`src/rtl/tl_pkg.sv`:
```
// TileLink-UH channel types and opcodes shared by the TL bridges,
// plus the burst-length helper used when mapping TL sizes onto a bus.
package tl_pkg;
  localparam int TlAddrWidth   = 56;
  localparam int TlDataWidth   = 64;
  localparam int TlSizeWidth   = 3;
  localparam int TlSourceWidth = 1;
  localparam int TlSinkWidth   = 1;
  localparam int TlMaskWidth   = TlDataWidth / 8;

  typedef enum logic [2:0] {
    PutFullData    = 3'h0,
    PutPartialData = 3'h1,
    ArithmeticData = 3'h2,
    LogicalData    = 3'h3,
    Get            = 3'h4,
    Intent         = 3'h5
  } tl_a_op_e;

  typedef enum logic [2:0] {
    AccessAck     = 3'h0,
    AccessAckData = 3'h1,
    HintAck       = 3'h2
  } tl_d_op_e;

  typedef struct packed {
    logic                     a_valid;
    tl_a_op_e                 a_opcode;
    logic [2:0]               a_param;
    logic [TlSizeWidth-1:0]   a_size;
    logic [TlSourceWidth-1:0] a_source;
    logic [TlAddrWidth-1:0]   a_address;
    logic [TlMaskWidth-1:0]   a_mask;
    logic [TlDataWidth-1:0]   a_data;
    logic                     d_ready;
  } tl_h2d_t;

  typedef struct packed {
    logic                     d_valid;
    tl_d_op_e                 d_opcode;
    logic [2:0]               d_param;
    logic [TlSizeWidth-1:0]   d_size;
    logic [TlSourceWidth-1:0] d_source;
    logic [TlSinkWidth-1:0]   d_sink;
    logic                     d_denied;
    logic [TlDataWidth-1:0]   d_data;
    logic                     d_corrupt;
    logic                     a_ready;
    logic                     b_valid;
    logic                     c_ready;
    logic                     e_ready;
  } tl_d2h_t;

  // Bus beats needed for a 2^size byte transfer; saturates at the AXI4 limit of 256.
  function automatic logic [8:0] burst_beats(input int size, input int bus_bytes_log2);
    if (size <= bus_bytes_log2) return 9'd1;
    else if (size - bus_bytes_log2 >= 8) return 9'd256;
    else return 9'(1 << (size - bus_bytes_log2));
  endfunction
endpackage

```
`src/rtl/axi_channel.sv`:
```
// AXI4 channel bundle; the master modport is the side that issues transactions.
interface axi_channel #(
  parameter int IdWidth   = 1,
  parameter int AddrWidth = 56,
  parameter int DataWidth = 64
);
  logic [IdWidth-1:0]     aw_id;
  logic [AddrWidth-1:0]   aw_addr;
  logic [7:0]             aw_len;
  logic [2:0]             aw_size;
  logic [1:0]             aw_burst;
  logic                   aw_lock;
  logic [3:0]             aw_cache;
  logic [2:0]             aw_prot;
  logic [3:0]             aw_qos;
  logic [3:0]             aw_region;
  logic                   aw_user;
  logic                   aw_valid;
  logic                   aw_ready;
  logic [DataWidth-1:0]   w_data;
  logic [DataWidth/8-1:0] w_strb;
  logic                   w_last;
  logic                   w_user;
  logic                   w_valid;
  logic                   w_ready;
  logic [IdWidth-1:0]     b_id;
  logic [1:0]             b_resp;
  logic                   b_valid;
  logic                   b_ready;
  logic [IdWidth-1:0]     ar_id;
  logic [AddrWidth-1:0]   ar_addr;
  logic [7:0]             ar_len;
  logic [2:0]             ar_size;
  logic [1:0]             ar_burst;
  logic                   ar_lock;
  logic [3:0]             ar_cache;
  logic [2:0]             ar_prot;
  logic [3:0]             ar_qos;
  logic [3:0]             ar_region;
  logic                   ar_user;
  logic                   ar_valid;
  logic                   ar_ready;
  logic [IdWidth-1:0]     r_id;
  logic [DataWidth-1:0]   r_data;
  logic [1:0]             r_resp;
  logic                   r_last;
  logic                   r_valid;
  logic                   r_ready;

  modport master (
    output aw_id, aw_addr, aw_len, aw_size, aw_burst, aw_lock, aw_cache, aw_prot,
           aw_qos, aw_region, aw_user, aw_valid,
    input  aw_ready,
    output w_data, w_strb, w_last, w_user, w_valid,
    input  w_ready,
    input  b_id, b_resp, b_valid,
    output b_ready,
    output ar_id, ar_addr, ar_len, ar_size, ar_burst, ar_lock, ar_cache, ar_prot,
           ar_qos, ar_region, ar_user, ar_valid,
    input  ar_ready,
    input  r_id, r_data, r_resp, r_last, r_valid,
    output r_ready
  );
endinterface

```
`src/rtl/tl_axi_adapter.sv`:
```
// TL-UH to AXI4 bridge, one transaction in flight. Unsupported requests are
// drained on A and answered with a denied D response without touching AXI.
//   state      | meaning
//   StIdle     | wait for an A request, latch its header
//   StAr       | issue AR; the Get is consumed on the AR handshake
//   StRdata    | forward R beats to D until r_last
//   StAw       | issue AW
//   StWdata    | forward A data beats to W
//   StBresp    | wait for B, capture denied
//   StDack     | single AccessAck on D
//   StErrDrain | swallow the A beats of an unsupported request
//   StErrAck   | denied response on D
module tl_axi_adapter
  import tl_pkg::*;
#(
  parameter int IdWidth     = 1,
  parameter int AddrWidth   = 56,
  parameter int DataWidth   = 64,
  parameter int SizeWidth   = 3,
  parameter int SourceWidth = 1,
  parameter int SinkWidth   = 1
) (
  input  logic       clk_i,
  input  logic       rst_ni,
  input  tl_h2d_t    tl_h2d_i,
  output tl_d2h_t    tl_d2h_o,
  axi_channel.master axi
);
  localparam int BusLg   = $clog2(DataWidth / 8);
  localparam int MaxSize = $clog2(256 * DataWidth / 8);

  typedef enum logic [3:0] {
    StIdle, StAr, StRdata, StAw, StWdata, StBresp, StDack, StErrDrain, StErrAck
  } state_e;

  state_e                 state_q, state_d;
  logic [8:0]             cnt_q, beats_q, drain_beats, resp_beats;
  logic [7:0]             len;
  tl_a_op_e               op_q;
  logic [SizeWidth-1:0]   size_q;
  logic [SourceWidth-1:0] source_q;
  logic [AddrWidth-1:0]   addr_q;
  logic                   denied_q;
  logic [2:0]             ax_size;
  logic                   op_has_data, op_atomic, hs;
  logic                   a_ready, ar_valid, aw_valid, w_valid, w_last, b_ready, r_ready;
  logic                   d_valid, d_denied, d_corrupt;
  tl_d_op_e               d_opcode;
  logic [DataWidth-1:0]   d_data;
  logic                   unused_sigs;

  assign len         = 8'(beats_q - 9'd1);
  assign ax_size     = (int'(size_q) > BusLg) ? 3'(BusLg) : 3'(size_q);
  assign op_has_data = op_q inside {PutFullData, PutPartialData, ArithmeticData, LogicalData};
  assign op_atomic   = op_q inside {ArithmeticData, LogicalData};
  assign drain_beats = op_has_data ? beats_q : 9'd1;
  assign resp_beats  = op_atomic ? beats_q : 9'd1;

  always_ff @(posedge clk_i or negedge rst_ni) begin
    if (!rst_ni) begin
      state_q  <= StIdle;
      cnt_q    <= '0;
      beats_q  <= 9'd1;
      op_q     <= Get;
      size_q   <= '0;
      source_q <= '0;
      addr_q   <= '0;
      denied_q <= 1'b0;
    end else begin
      state_q <= state_d;
      if (state_d != state_q) cnt_q <= '0;
      else if (hs)            cnt_q <= cnt_q + 9'd1;
      if (state_q == StIdle && tl_h2d_i.a_valid) begin
        op_q     <= tl_h2d_i.a_opcode;
        size_q   <= tl_h2d_i.a_size;
        source_q <= tl_h2d_i.a_source;
        addr_q   <= tl_h2d_i.a_address;
        beats_q  <= burst_beats(int'(tl_h2d_i.a_size), BusLg);
      end
      if (state_q == StBresp && axi.b_valid) denied_q <= axi.b_resp[1];
    end
  end

  always_comb begin
    state_d   = state_q;
    hs        = 1'b0;
    a_ready   = 1'b0;
    ar_valid  = 1'b0;
    aw_valid  = 1'b0;
    w_valid   = 1'b0;
    w_last    = 1'b0;
    b_ready   = 1'b0;
    r_ready   = 1'b0;
    d_valid   = 1'b0;
    d_opcode  = AccessAck;
    d_data    = '0;
    d_denied  = 1'b0;
    d_corrupt = 1'b0;
    unique case (state_q)
      StIdle: begin
        if (tl_h2d_i.a_valid) begin
          if (int'(tl_h2d_i.a_size) > MaxSize) state_d = StErrDrain;
          else begin
            unique case (tl_h2d_i.a_opcode)
              Get:                         state_d = StAr;
              PutFullData, PutPartialData: state_d = StAw;
              default:                     state_d = StErrDrain;
            endcase
          end
        end
      end
      StAr: begin
        ar_valid = 1'b1;
        a_ready  = axi.ar_ready;
        if (axi.ar_ready) state_d = StRdata;
      end
      StRdata: begin
        d_valid   = axi.r_valid;
        r_ready   = tl_h2d_i.d_ready;
        d_opcode  = AccessAckData;
        d_data    = axi.r_data;
        d_denied  = axi.r_resp[1];
        d_corrupt = axi.r_resp[1];
        hs        = axi.r_valid && tl_h2d_i.d_ready;
        if (hs && axi.r_last) state_d = StIdle;
      end
      StAw: begin
        aw_valid = 1'b1;
        if (axi.aw_ready) state_d = StWdata;
      end
      StWdata: begin
        w_valid = tl_h2d_i.a_valid;
        a_ready = axi.w_ready;
        w_last  = (cnt_q == {1'b0, len});
        hs      = tl_h2d_i.a_valid && axi.w_ready;
        if (hs && w_last) state_d = StBresp;
      end
      StBresp: begin
        b_ready = 1'b1;
        if (axi.b_valid) state_d = StDack;
      end
      StDack: begin
        d_valid  = 1'b1;
        d_denied = denied_q;
        if (tl_h2d_i.d_ready) state_d = StIdle;
      end
      StErrDrain: begin
        a_ready = 1'b1;
        hs      = tl_h2d_i.a_valid;
        if (hs && cnt_q == drain_beats - 9'd1) state_d = StErrAck;
      end
      StErrAck: begin
        d_valid  = 1'b1;
        d_denied = 1'b1;
        if (op_atomic) begin
          d_opcode  = AccessAckData;
          d_corrupt = 1'b1;
        end else if (op_q == Intent) begin
          d_opcode = HintAck;
        end
        hs = tl_h2d_i.d_ready;
        if (hs && cnt_q == resp_beats - 9'd1) state_d = StIdle;
      end
      default: state_d = StIdle;
    endcase
  end

  always_comb begin
    tl_d2h_o           = '0;
    tl_d2h_o.a_ready   = a_ready;
    tl_d2h_o.d_valid   = d_valid;
    tl_d2h_o.d_opcode  = d_opcode;
    tl_d2h_o.d_param   = 3'd0;
    tl_d2h_o.d_size    = size_q;
    tl_d2h_o.d_source  = source_q;
    tl_d2h_o.d_sink    = {SinkWidth{1'b0}};
    tl_d2h_o.d_denied  = d_denied;
    tl_d2h_o.d_data    = d_data;
    tl_d2h_o.d_corrupt = d_corrupt;
    tl_d2h_o.b_valid   = 1'b0;
    tl_d2h_o.c_ready   = 1'b1;
    tl_d2h_o.e_ready   = 1'b1;
  end

  assign axi.ar_id     = {IdWidth{1'b0}};
  assign axi.ar_addr   = addr_q;
  assign axi.ar_len    = len;
  assign axi.ar_size   = ax_size;
  assign axi.ar_burst  = 2'b01;
  assign axi.ar_lock   = 1'b0;
  assign axi.ar_cache  = 4'd0;
  assign axi.ar_prot   = 3'd0;
  assign axi.ar_qos    = 4'd0;
  assign axi.ar_region = 4'd0;
  assign axi.ar_user   = 1'b0;
  assign axi.ar_valid  = ar_valid;
  assign axi.aw_id     = {IdWidth{1'b0}};
  assign axi.aw_addr   = addr_q;
  assign axi.aw_len    = len;
  assign axi.aw_size   = ax_size;
  assign axi.aw_burst  = 2'b01;
  assign axi.aw_lock   = 1'b0;
  assign axi.aw_cache  = 4'd0;
  assign axi.aw_prot   = 3'd0;
  assign axi.aw_qos    = 4'd0;
  assign axi.aw_region = 4'd0;
  assign axi.aw_user   = 1'b0;
  assign axi.aw_valid  = aw_valid;
  assign axi.w_data    = tl_h2d_i.a_data;
  assign axi.w_strb    = tl_h2d_i.a_mask;
  assign axi.w_last    = w_last;
  assign axi.w_user    = 1'b0;
  assign axi.w_valid   = w_valid;
  assign axi.b_ready   = b_ready;
  assign axi.r_ready   = r_ready;

  assign unused_sigs = ^{tl_h2d_i.a_param, axi.r_id, axi.b_id, axi.r_resp[0], axi.b_resp[0]};
endmodule

```
`src/flat_wrapper.sv`:
```
// flat-port wrapper written by rule: the top's interface ports become plain ports
module tl_axi_adapter_flat import tl_pkg::*;
#(
  parameter int IdWidth     = 1,
  parameter int AddrWidth   = 56,
  parameter int DataWidth   = 64,
  parameter int SizeWidth   = 3,
  parameter int SourceWidth = 1,
  parameter int SinkWidth   = 1
)
  (clk_i, rst_ni, tl_h2d_i, tl_d2h_o, axi_aw_id, axi_aw_addr, axi_aw_len, axi_aw_size, axi_aw_burst, axi_aw_lock, axi_aw_cache, axi_aw_prot, axi_aw_qos, axi_aw_region, axi_aw_user, axi_aw_valid, axi_aw_ready, axi_w_data, axi_w_strb, axi_w_last, axi_w_user, axi_w_valid, axi_w_ready, axi_b_id, axi_b_resp, axi_b_valid, axi_b_ready, axi_ar_id, axi_ar_addr, axi_ar_len, axi_ar_size, axi_ar_burst, axi_ar_lock, axi_ar_cache, axi_ar_prot, axi_ar_qos, axi_ar_region, axi_ar_user, axi_ar_valid, axi_ar_ready, axi_r_id, axi_r_data, axi_r_resp, axi_r_last, axi_r_valid, axi_r_ready);
  axi_channel #(.IdWidth(IdWidth), .AddrWidth(AddrWidth), .DataWidth(DataWidth)) axi_i ();
  input  logic clk_i;
  input  logic rst_ni;
  input  tl_h2d_t tl_h2d_i;
  output tl_d2h_t tl_d2h_o;
  output wire logic [$bits(axi_i.aw_id)-1:0] axi_aw_id;
  output wire logic [$bits(axi_i.aw_addr)-1:0] axi_aw_addr;
  output wire logic [$bits(axi_i.aw_len)-1:0] axi_aw_len;
  output wire logic [$bits(axi_i.aw_size)-1:0] axi_aw_size;
  output wire logic [$bits(axi_i.aw_burst)-1:0] axi_aw_burst;
  output wire logic [$bits(axi_i.aw_lock)-1:0] axi_aw_lock;
  output wire logic [$bits(axi_i.aw_cache)-1:0] axi_aw_cache;
  output wire logic [$bits(axi_i.aw_prot)-1:0] axi_aw_prot;
  output wire logic [$bits(axi_i.aw_qos)-1:0] axi_aw_qos;
  output wire logic [$bits(axi_i.aw_region)-1:0] axi_aw_region;
  output wire logic [$bits(axi_i.aw_user)-1:0] axi_aw_user;
  output wire logic [$bits(axi_i.aw_valid)-1:0] axi_aw_valid;
  input wire logic [$bits(axi_i.aw_ready)-1:0] axi_aw_ready;
  output wire logic [$bits(axi_i.w_data)-1:0] axi_w_data;
  output wire logic [$bits(axi_i.w_strb)-1:0] axi_w_strb;
  output wire logic [$bits(axi_i.w_last)-1:0] axi_w_last;
  output wire logic [$bits(axi_i.w_user)-1:0] axi_w_user;
  output wire logic [$bits(axi_i.w_valid)-1:0] axi_w_valid;
  input wire logic [$bits(axi_i.w_ready)-1:0] axi_w_ready;
  input wire logic [$bits(axi_i.b_id)-1:0] axi_b_id;
  input wire logic [$bits(axi_i.b_resp)-1:0] axi_b_resp;
  input wire logic [$bits(axi_i.b_valid)-1:0] axi_b_valid;
  output wire logic [$bits(axi_i.b_ready)-1:0] axi_b_ready;
  output wire logic [$bits(axi_i.ar_id)-1:0] axi_ar_id;
  output wire logic [$bits(axi_i.ar_addr)-1:0] axi_ar_addr;
  output wire logic [$bits(axi_i.ar_len)-1:0] axi_ar_len;
  output wire logic [$bits(axi_i.ar_size)-1:0] axi_ar_size;
  output wire logic [$bits(axi_i.ar_burst)-1:0] axi_ar_burst;
  output wire logic [$bits(axi_i.ar_lock)-1:0] axi_ar_lock;
  output wire logic [$bits(axi_i.ar_cache)-1:0] axi_ar_cache;
  output wire logic [$bits(axi_i.ar_prot)-1:0] axi_ar_prot;
  output wire logic [$bits(axi_i.ar_qos)-1:0] axi_ar_qos;
  output wire logic [$bits(axi_i.ar_region)-1:0] axi_ar_region;
  output wire logic [$bits(axi_i.ar_user)-1:0] axi_ar_user;
  output wire logic [$bits(axi_i.ar_valid)-1:0] axi_ar_valid;
  input wire logic [$bits(axi_i.ar_ready)-1:0] axi_ar_ready;
  input wire logic [$bits(axi_i.r_id)-1:0] axi_r_id;
  input wire logic [$bits(axi_i.r_data)-1:0] axi_r_data;
  input wire logic [$bits(axi_i.r_resp)-1:0] axi_r_resp;
  input wire logic [$bits(axi_i.r_last)-1:0] axi_r_last;
  input wire logic [$bits(axi_i.r_valid)-1:0] axi_r_valid;
  output wire logic [$bits(axi_i.r_ready)-1:0] axi_r_ready;
  assign axi_aw_id = axi_i.aw_id;
  assign axi_aw_addr = axi_i.aw_addr;
  assign axi_aw_len = axi_i.aw_len;
  assign axi_aw_size = axi_i.aw_size;
  assign axi_aw_burst = axi_i.aw_burst;
  assign axi_aw_lock = axi_i.aw_lock;
  assign axi_aw_cache = axi_i.aw_cache;
  assign axi_aw_prot = axi_i.aw_prot;
  assign axi_aw_qos = axi_i.aw_qos;
  assign axi_aw_region = axi_i.aw_region;
  assign axi_aw_user = axi_i.aw_user;
  assign axi_aw_valid = axi_i.aw_valid;
  assign axi_i.aw_ready = axi_aw_ready;
  assign axi_w_data = axi_i.w_data;
  assign axi_w_strb = axi_i.w_strb;
  assign axi_w_last = axi_i.w_last;
  assign axi_w_user = axi_i.w_user;
  assign axi_w_valid = axi_i.w_valid;
  assign axi_i.w_ready = axi_w_ready;
  assign axi_i.b_id = axi_b_id;
  assign axi_i.b_resp = axi_b_resp;
  assign axi_i.b_valid = axi_b_valid;
  assign axi_b_ready = axi_i.b_ready;
  assign axi_ar_id = axi_i.ar_id;
  assign axi_ar_addr = axi_i.ar_addr;
  assign axi_ar_len = axi_i.ar_len;
  assign axi_ar_size = axi_i.ar_size;
  assign axi_ar_burst = axi_i.ar_burst;
  assign axi_ar_lock = axi_i.ar_lock;
  assign axi_ar_cache = axi_i.ar_cache;
  assign axi_ar_prot = axi_i.ar_prot;
  assign axi_ar_qos = axi_i.ar_qos;
  assign axi_ar_region = axi_i.ar_region;
  assign axi_ar_user = axi_i.ar_user;
  assign axi_ar_valid = axi_i.ar_valid;
  assign axi_i.ar_ready = axi_ar_ready;
  assign axi_i.r_id = axi_r_id;
  assign axi_i.r_data = axi_r_data;
  assign axi_i.r_resp = axi_r_resp;
  assign axi_i.r_last = axi_r_last;
  assign axi_i.r_valid = axi_r_valid;
  assign axi_r_ready = axi_i.r_ready;
  tl_axi_adapter #(.IdWidth(IdWidth), .AddrWidth(AddrWidth), .DataWidth(DataWidth), .SizeWidth(SizeWidth), .SourceWidth(SourceWidth), .SinkWidth(SinkWidth)) u_core (.clk_i(clk_i), .rst_ni(rst_ni), .tl_h2d_i(tl_h2d_i), .tl_d2h_o(tl_d2h_o), .axi(axi_i));
endmodule
```
`config.mk`:
```
export PLATFORM = sky130hd
export DESIGN_NAME = tl_axi_adapter_flat
export DESIGN_NICKNAME = d
export VERILOG_FILES = /design/src/rtl/tl_pkg.sv /design/src/rtl/axi_channel.sv /design/src/rtl/tl_axi_adapter.sv /design/src/flat_wrapper.sv
export SDC_FILE = /design/constraint.sdc
export NUM_CORES = 1
export LEC_CHECK = 0
export CAP_MARGIN = 20
export CORE_AREA = 3 3 213 215
export DETAILED_ROUTE_END_ITERATION = 10
export DIE_AREA = 0 0 216 218
export SLEW_MARGIN = 20
export SYNTH_ARGS = -nofsm -noshare
export SYNTH_HDL_FRONTEND = slang
export SYNTH_SLANG_ARGS = --single-unit
export TNS_END_PERCENT = 1
```
`constraint.sdc`:
```
create_clock -name clk_i -period 3.7 [get_ports clk_i]
set_input_delay 0.74 -clock clk_i [delete_from_list [all_inputs] [get_ports clk_i]]
set_output_delay 0.74 -clock clk_i [all_outputs]
set_load 0.01 [all_outputs]
```
==> results of run 1 <==
## power breakdown
group	switching (mW)	internal, mW
registers	0.461	1.35
logic	2.02	2.57
clock network	0.375	0.646
total	2.86	4.56
## how the worst max path moves through the flow
| stage | start | end | cells after the start |
|---|---|---|---|
| 5_1_grt | u_core.beats_q[4] | axi_w_last | 7 |
| 4_1_cts | u_core.beats_q[4] | axi_w_last | 7 |
| 3_5_place_dp | u_core.beats_q[4] | axi_w_last | 7 |
| 2_1_floorplan | u_core.op_q[2] | u_core.cnt_q[0] | 13 |
| 3_3_place_gp | u_core.beats_q[4] | axi_w_last | 7 |
| 6_report | u_core.beats_q[4] | axi_w_last | 7 |
## state kept, by name, indices dropped and copies added, names as in the netlist
register            count
u_core.axi.ar_addr     56
u_core.cnt_q            9
u_core.source_q         1
u_core.beats_q          9
u_core.state_q          4
u_core.denied_q         1
u_core.size_q           3
u_core.op_q             3
## per-stage QoR
step	setup WS [ns]	utilization [%]	setup TNS (ns)	hold slack (ns)	power, mW
floorplan	0.5216	-	0	0.4444	4.375
global placement	-0.02958	22.41	-0.02958	0.4904	6.370
detailed placement	-0.02467	22.41	-0.02467	0.4973	6.389
CTS	0.1211	23.25	0	0.4243	7.544
global route	0.04695	23.25	0	0.4603	7.889
finish	0.2123	23.25	0	0.4126	7.420
## kinds of logic (layout without fill, tap and decap cells)
logic type | Yosys count | count (layout) | share of synthesized area [%]
AO/OA/AOI/OAI | 83 | 83 | 8.718
multiplexers | 68 | 68 | 11.14
AND/OR/NAND/NOR | 214 | 214 | 18.26
buffers and inverters | 246 | 407 | 24.58
flip-flops | 86 | 86 | 31.54
XOR/XNOR | 31 | 31 | 4.377
other | 2 | 51 | 0.1099
adder cells (fa/ha/maj) | 7 | 7 | 1.282
## critical path: stages (launching register included)
cell and delay (ns):
dfrtp_1 0.37, or4_4 0.56, or2_2 0.29, xnor3_1 0.18, a2111o_1 0.41, nor3_4 0.19, buf_4 0.14, dlygate4sd2_1 0.26
## metal layers
| metal | track usage, % | wire length [um] | vias to the layer above |
|---|---|---|---|
| li1 | - | - | 2662 |
| met2 | 15.70 | 11510 | 326 |
| met1 | 12.28 | 10360 | 2761 |
| met3 | 3.511 | 2320 | 69 |
| met4 | 5.012 | 994 | 4 |
| met5 | 0.6250 | 52 | - |
## repair_timing
item | in CTS | in global routing
hold buffers | 0 | 0
endpoints found under the setup margin | 1 | 0
resized for setup | 4 | 0
buffers inserted | 2 | 0
## cells in the mapped netlist, types with 3 or more instances
library cell,n,area [um2]
buf_4,196,1471
dfrtp_1,84,2102
and2_1,66,412.9
mux2_2,64,720.7
nand2_1,36,135.1
clkbuf_1,26,97.59
a21oi_1,20,100.1
xnor2_1,20,175.2
nor2_1,18,67.56
nor3_1,17,85.08
nand4_1,15,93.84
inv_1,14,52.55
nand3_1,12,60.06
o21ai_0,11,55.05
o31ai_1,9,67.56
xor2_1,9,78.83
ha_1,7,87.58
and3_1,6,37.54
nor2b_1,6,37.54
a211oi_1,5,37.54
nand2b_1,5,31.28
or2_2,5,31.28
a21o_1,4,30.03
buf_2,4,20.02
mux2i_1,4,40.04
nor4b_1,4,35.03
or3_1,4,25.02
a211o_1,3,26.28
and4_1,3,26.28
buf_1,3,11.26
o21a_1,3,22.52
## final cells by class
cell class | instances | share of cell area (%)
clock buffer | 13 | 2.646
clock inverter | 3 | 0.6371
inverter | 15 | 0.5513
multi-input combinational | 454 | 31.51
sequential | 86 | 21.10
tap | 592 | 7.253
timing repair buffer | 376 | 36.30
==> results.sh, run 1 <==
export IMPL_fmax_ghz=0.2867
export IMPL_cts_root_buf="clkbuf_16"
export IMPL_chipWidth_um=216
export IMPL_tightest_slew_ns=1.069
export IMPL_clk_pin_slew_ns=0.06
export IMPL_vias=5822
export IMPL_grt_ovfl_total=0
export IMPL_grtUsageTotal_pct=10.06
export IMPL_avgViaCountPerCell=3.783
export IMPL_rsz0062_at_grt="false"
export IMPL_clk_insertion_delay_late_ns=0.35
export IMPL_required_ns=2.96
export IMPL_end_kind="primary output"
export IMPL_critPathArrivalTime_ns=2.75
export IMPL_crit_type="flip-flop to primary output"
export IMPL_syn_avg_cell_area_um2=9.269
export IMPL_antenna_found_initial=1
export IMPL_start_util_pct=15.55
export IMPL_fin_cells=1539
export IMPL_synth_cells=737
export IMPL_p_leak_nw=4.062
export IMPL_rr_endpoint="u_core.state_q[0]"
export IMPL_ys_flop_type="dfrtp_1"
export IMPL_reg2reg_slack_ns=0.50
export IMPL_multiInputGateArea_um2=3218
export IMPL_drc=0
export IMPL_synth_area_um2=6832
export IMPL_io_pins=553
export IMPL_final_hold_violation_count=0
export IMPL_ys_ff_latch=86
export IMPL_gp_congestion=0.8683
export IMPL_status="finished clean"
export IMPL_placement_io_buffers=350
export IMPL_drt_iter0_markers=401
export IMPL_final_cell_mix="348 x clkdlybuf4s50_1, 84 x dfrtp_1, 66 x and2_1"
export IMPL_num_antenna_cells=0
export IMPL_drive_gt1_share_pct=13.41
export IMPL_dieArea_um2=47090
export IMPL_yosysSeqAreaShare_pct=31.54
export IMPL_crit_fanout=3
export IMPL_core_area_um2=43930
export IMPL_ys_warnings_count=0
export IMPL_post_dp_cell_area_um2=9846
export IMPL_cts_buffer_depth=2
export IMPL_skew_ns=0.004601
export IMPL_ys_types=72
export IMPL_final_area_um2=10210
export IMPL_die_h_um=218
export IMPL_min_period_ns=3.488
export IMPL_first_global_vias=5836
export IMPL_cap_violations=0
export IMPL_finalCritPeriodShare_pct=94.26
export IMPL_cts_tree="built"
export IMPL_max_slew_margin_pct=28.72
export IMPL_vdd_drop_max_mv=0.4748
export IMPL_mostFrequentLayoutCell="clkdlybuf4s50_1"
export IMPL_r2r_cells=9
export IMPL_numCtsBuffers=9
export IMPL_worstReg2RegStart="u_core.op_q[2]"
export IMPL_dp_cells=1521
export IMPL_dp_hpwl_um=20130
export IMPL_slew_viol_final=0
export IMPL_ys_async_sr_fraction_pct=100.0
export IMPL_setup_violations_final=0
export IMPL_final_antenna_net_count=0
export IMPL_htreeDepth=3
export IMPL_fillerInstances=4721
export IMPL_seqCellArea_um2=2155
export IMPL_syn_to_final_growth_pct=49.49
export IMPL_wirelength_um=25240
export IMPL_cp_start_kind="flip-flop"
export IMPL_min_path_type="input pin to asynchronous set/reset pin"
export IMPL_fp_row_count=77
export IMPL_wire_per_inst_um=16.40
export IMPL_final_nets=1167
export IMPL_grt_start_max_net_pins=85
export IMPL_grt_pass1_wl_um=36150
export IMPL_synth_edf_count=0
export IMPL_clkSinkCount=86
export IMPL_power_density_nw_per_um2=726.5
export IMPL_firstDrtPassIters=4
(Power assumes the default switching activity.)
==> run 2: changes to the inputs <==
- clock period: 3.7 -> 4.32 ns (I/O delays scaled with it)
==> run 2 against run 1 <==
Net effect: register-to-register slack gained 0.19 ns; combinational power shrank 17%; critical path type unchanged; power shrank 17%; sequential share of layout area grew 0.39 points; largest cell class unchanged; sequential power shrank 13%; via count shrank 0.50%.
==> results.sh, run 2 (same netlist as run 1, synthesis figures left out) <==
export IMPL_final_hold_violation_count=0
export IMPL_finalCritPeriodShare_pct=90.87
export IMPL_fin_tns_setup_ns=0
export IMPL_crit_type="flip-flop to primary output"
export IMPL_min_period_ns=3.926
export IMPL_grt_pass1_wl_um=36110
export IMPL_fp_row_count=77
export IMPL_cap_violations=0
export IMPL_power_density_nw_per_um2=611.5
export IMPL_numCtsBuffers=9
export IMPL_status="finished clean"
export IMPL_vias=5793
export IMPL_fmax_ghz=0.2547
export IMPL_max_slew_margin_pct=30.65
export IMPL_grt_ovfl_total=0
export IMPL_dp_hpwl_um=19990
export IMPL_placement_io_buffers=350
export IMPL_core_area_um2=43930
export IMPL_final_antenna_net_count=0
export IMPL_cts_tree="built"
export IMPL_rsz0062_at_grt="false"
export IMPL_cts_buffer_depth=2
export IMPL_gp_congestion=0.8709
export IMPL_vdd_drop_max_mv=0.3786
export IMPL_num_antenna_cells=0
export IMPL_drt_iter0_markers=251
export IMPL_clk_insertion_delay_late_ns=0.35
export IMPL_dpl_worst_slack_ns=0.7537
export IMPL_drc=0
export IMPL_required_ns=3.46
export IMPL_antenna_found_initial=1
export IMPL_avgViaCountPerCell=3.801
export IMPL_end_kind="primary output"
export IMPL_mostFrequentLayoutCell="clkdlybuf4s50_1"
export IMPL_p_leak_nw=3.943
export IMPL_dieArea_um2=47090
export IMPL_crit_fanout=8
export IMPL_cts_root_buf="clkbuf_16"
export IMPL_cts_resized_gates=0
export IMPL_setup_violations_final=0
export IMPL_fillerInstances=4816
export IMPL_htreeDepth=3
export IMPL_tightest_slew_ns=1.040
export IMPL_first_global_vias=5793
export IMPL_clk_pin_slew_ns=0.06
export IMPL_clkSinkCount=86
export IMPL_cts_hold_buf=0
export IMPL_final_nets=1152
export IMPL_wirelength_um=25100
export IMPL_cp_start_kind="flip-flop"
export IMPL_die_h_um=218
export IMPL_min_path_type="flip-flop to flip-flop"
export IMPL_largest_register_ffs=56
export IMPL_drive_gt1_share_pct=11.80
export IMPL_start_util_pct=15.55
export IMPL_grt_start_max_net_pins=85
export IMPL_wire_per_inst_um=16.47
export IMPL_grtUsageTotal_pct=10.01
export IMPL_skew_ns=0.005618
export IMPL_slew_viol_final=0
export IMPL_fin_cells=1524
export IMPL_cts_setup_buffers=0
export IMPL_critPathArrivalTime_ns=3.06
export IMPL_chipWidth_um=216
export IMPL_syn_to_final_growth_pct=46.78
export IMPL_dp_cells=1508
export IMPL_fin_ws_ns=0.3943
export IMPL_firstDrtPassIters=5
export IMPL_io_pins=553
export IMPL_final_cell_mix="349 x clkdlybuf4s50_1, 84 x dfrtp_1, 66 x and2_1"
## run 2: cell count changes in the layout (fill, tap and decap cells not counted)
cell             previous run  this run
nor4b_2                     2         1
nor3_1                     16        17
dlygate4sd2_1               1         0
clkbuf_8                    3         0
nor3_4                      2         1
clkdlybuf4s50_1           348       349
buf_12                      1         0
buf_4                      26        12
clkinvlp_4                  0         3
bufinv_16                   2         1
clkinv_2                    1         2
nor4b_1                     2         3
## run 2: metrics by stage
| stage | hold slack (ns) | utilization (%) | power, mW | instance area (um2) |
|---|---|---|---|---|
| floorplan | 0.4736 | - | 3.747 | 7015 |
| global placement | 0.4912 | 22.16 | 5.384 | 9736 |
| detailed placement | 0.4982 | 22.16 | 5.395 | 9736 |
| CTS | 0.5131 | 22.82 | 6.243 | 10030 |
| global route | 0.5260 | 22.82 | 6.529 | 10030 |
| finish | 0.5077 | 22.82 | 6.131 | 10030 |
## run 2: layer usage
metal  up-vias  GRT usage [%]  routed length [um]
met5         -         0.6250                  49
met2       340          15.70               11570
met4         4          4.749                 909
li1       2637              -                   -
met1      2745          12.53               10480
met3        67          3.037                2088
## run 2: worst max-delay path, stage by stage (launching register included)
cell	delay [ns]
dfrtp_1	0.50
or4_4	0.55
or2_2	0.29
xnor3_1	0.17
a2111o_1	0.33
nor3_1	0.19
clkdlybuf4s50_1	0.67
## run 2: final cells by class
type                            count  area, um2  share of cell area [%]
Timing Repair Buffer              361       3583                   35.74
Multi-Input combinational cell    454       3201                   31.92
Clock buffer                       10      229.0                   2.284
Tap cell                          592      740.7                   7.387
Clock inverter                      6      62.56                  0.6239
Sequential cell                    86       2155                   21.49
Inverter                           15      56.30                  0.5615
## run 2: power breakdown
part           switching (mW)  leakage (nW)  total, mW  internal [mW]
logic                    1.68          2.75       3.79           2.12
registers               0.411          1.06       1.57           1.15
clock network           0.328         0.134      0.774          0.446
total                    2.41          3.94       6.13           3.72
## run 2: worst paths after layout
| check | start | cells after the start | to | slack, ns |
|---|---|---|---|---|
| min reg2reg | u_core.op_q[0] | 1 | u_core.op_q[0] | 0.51 |
| min in group asynchronous | rst_ni | 1 | u_core.axi.ar_addr[19] | 0.60 |
| max in group asynchronous | rst_ni | 2 | u_core.axi.ar_addr[38] | 2.83 |
| max reg2reg | u_core.op_q[2] | 10 | u_core.cnt_q[5] | 0.69 |
| min | u_core.op_q[0] | 1 | u_core.op_q[0] | 0.51 |
| max | u_core.beats_q[5] | 6 | axi_w_last | 0.39 |
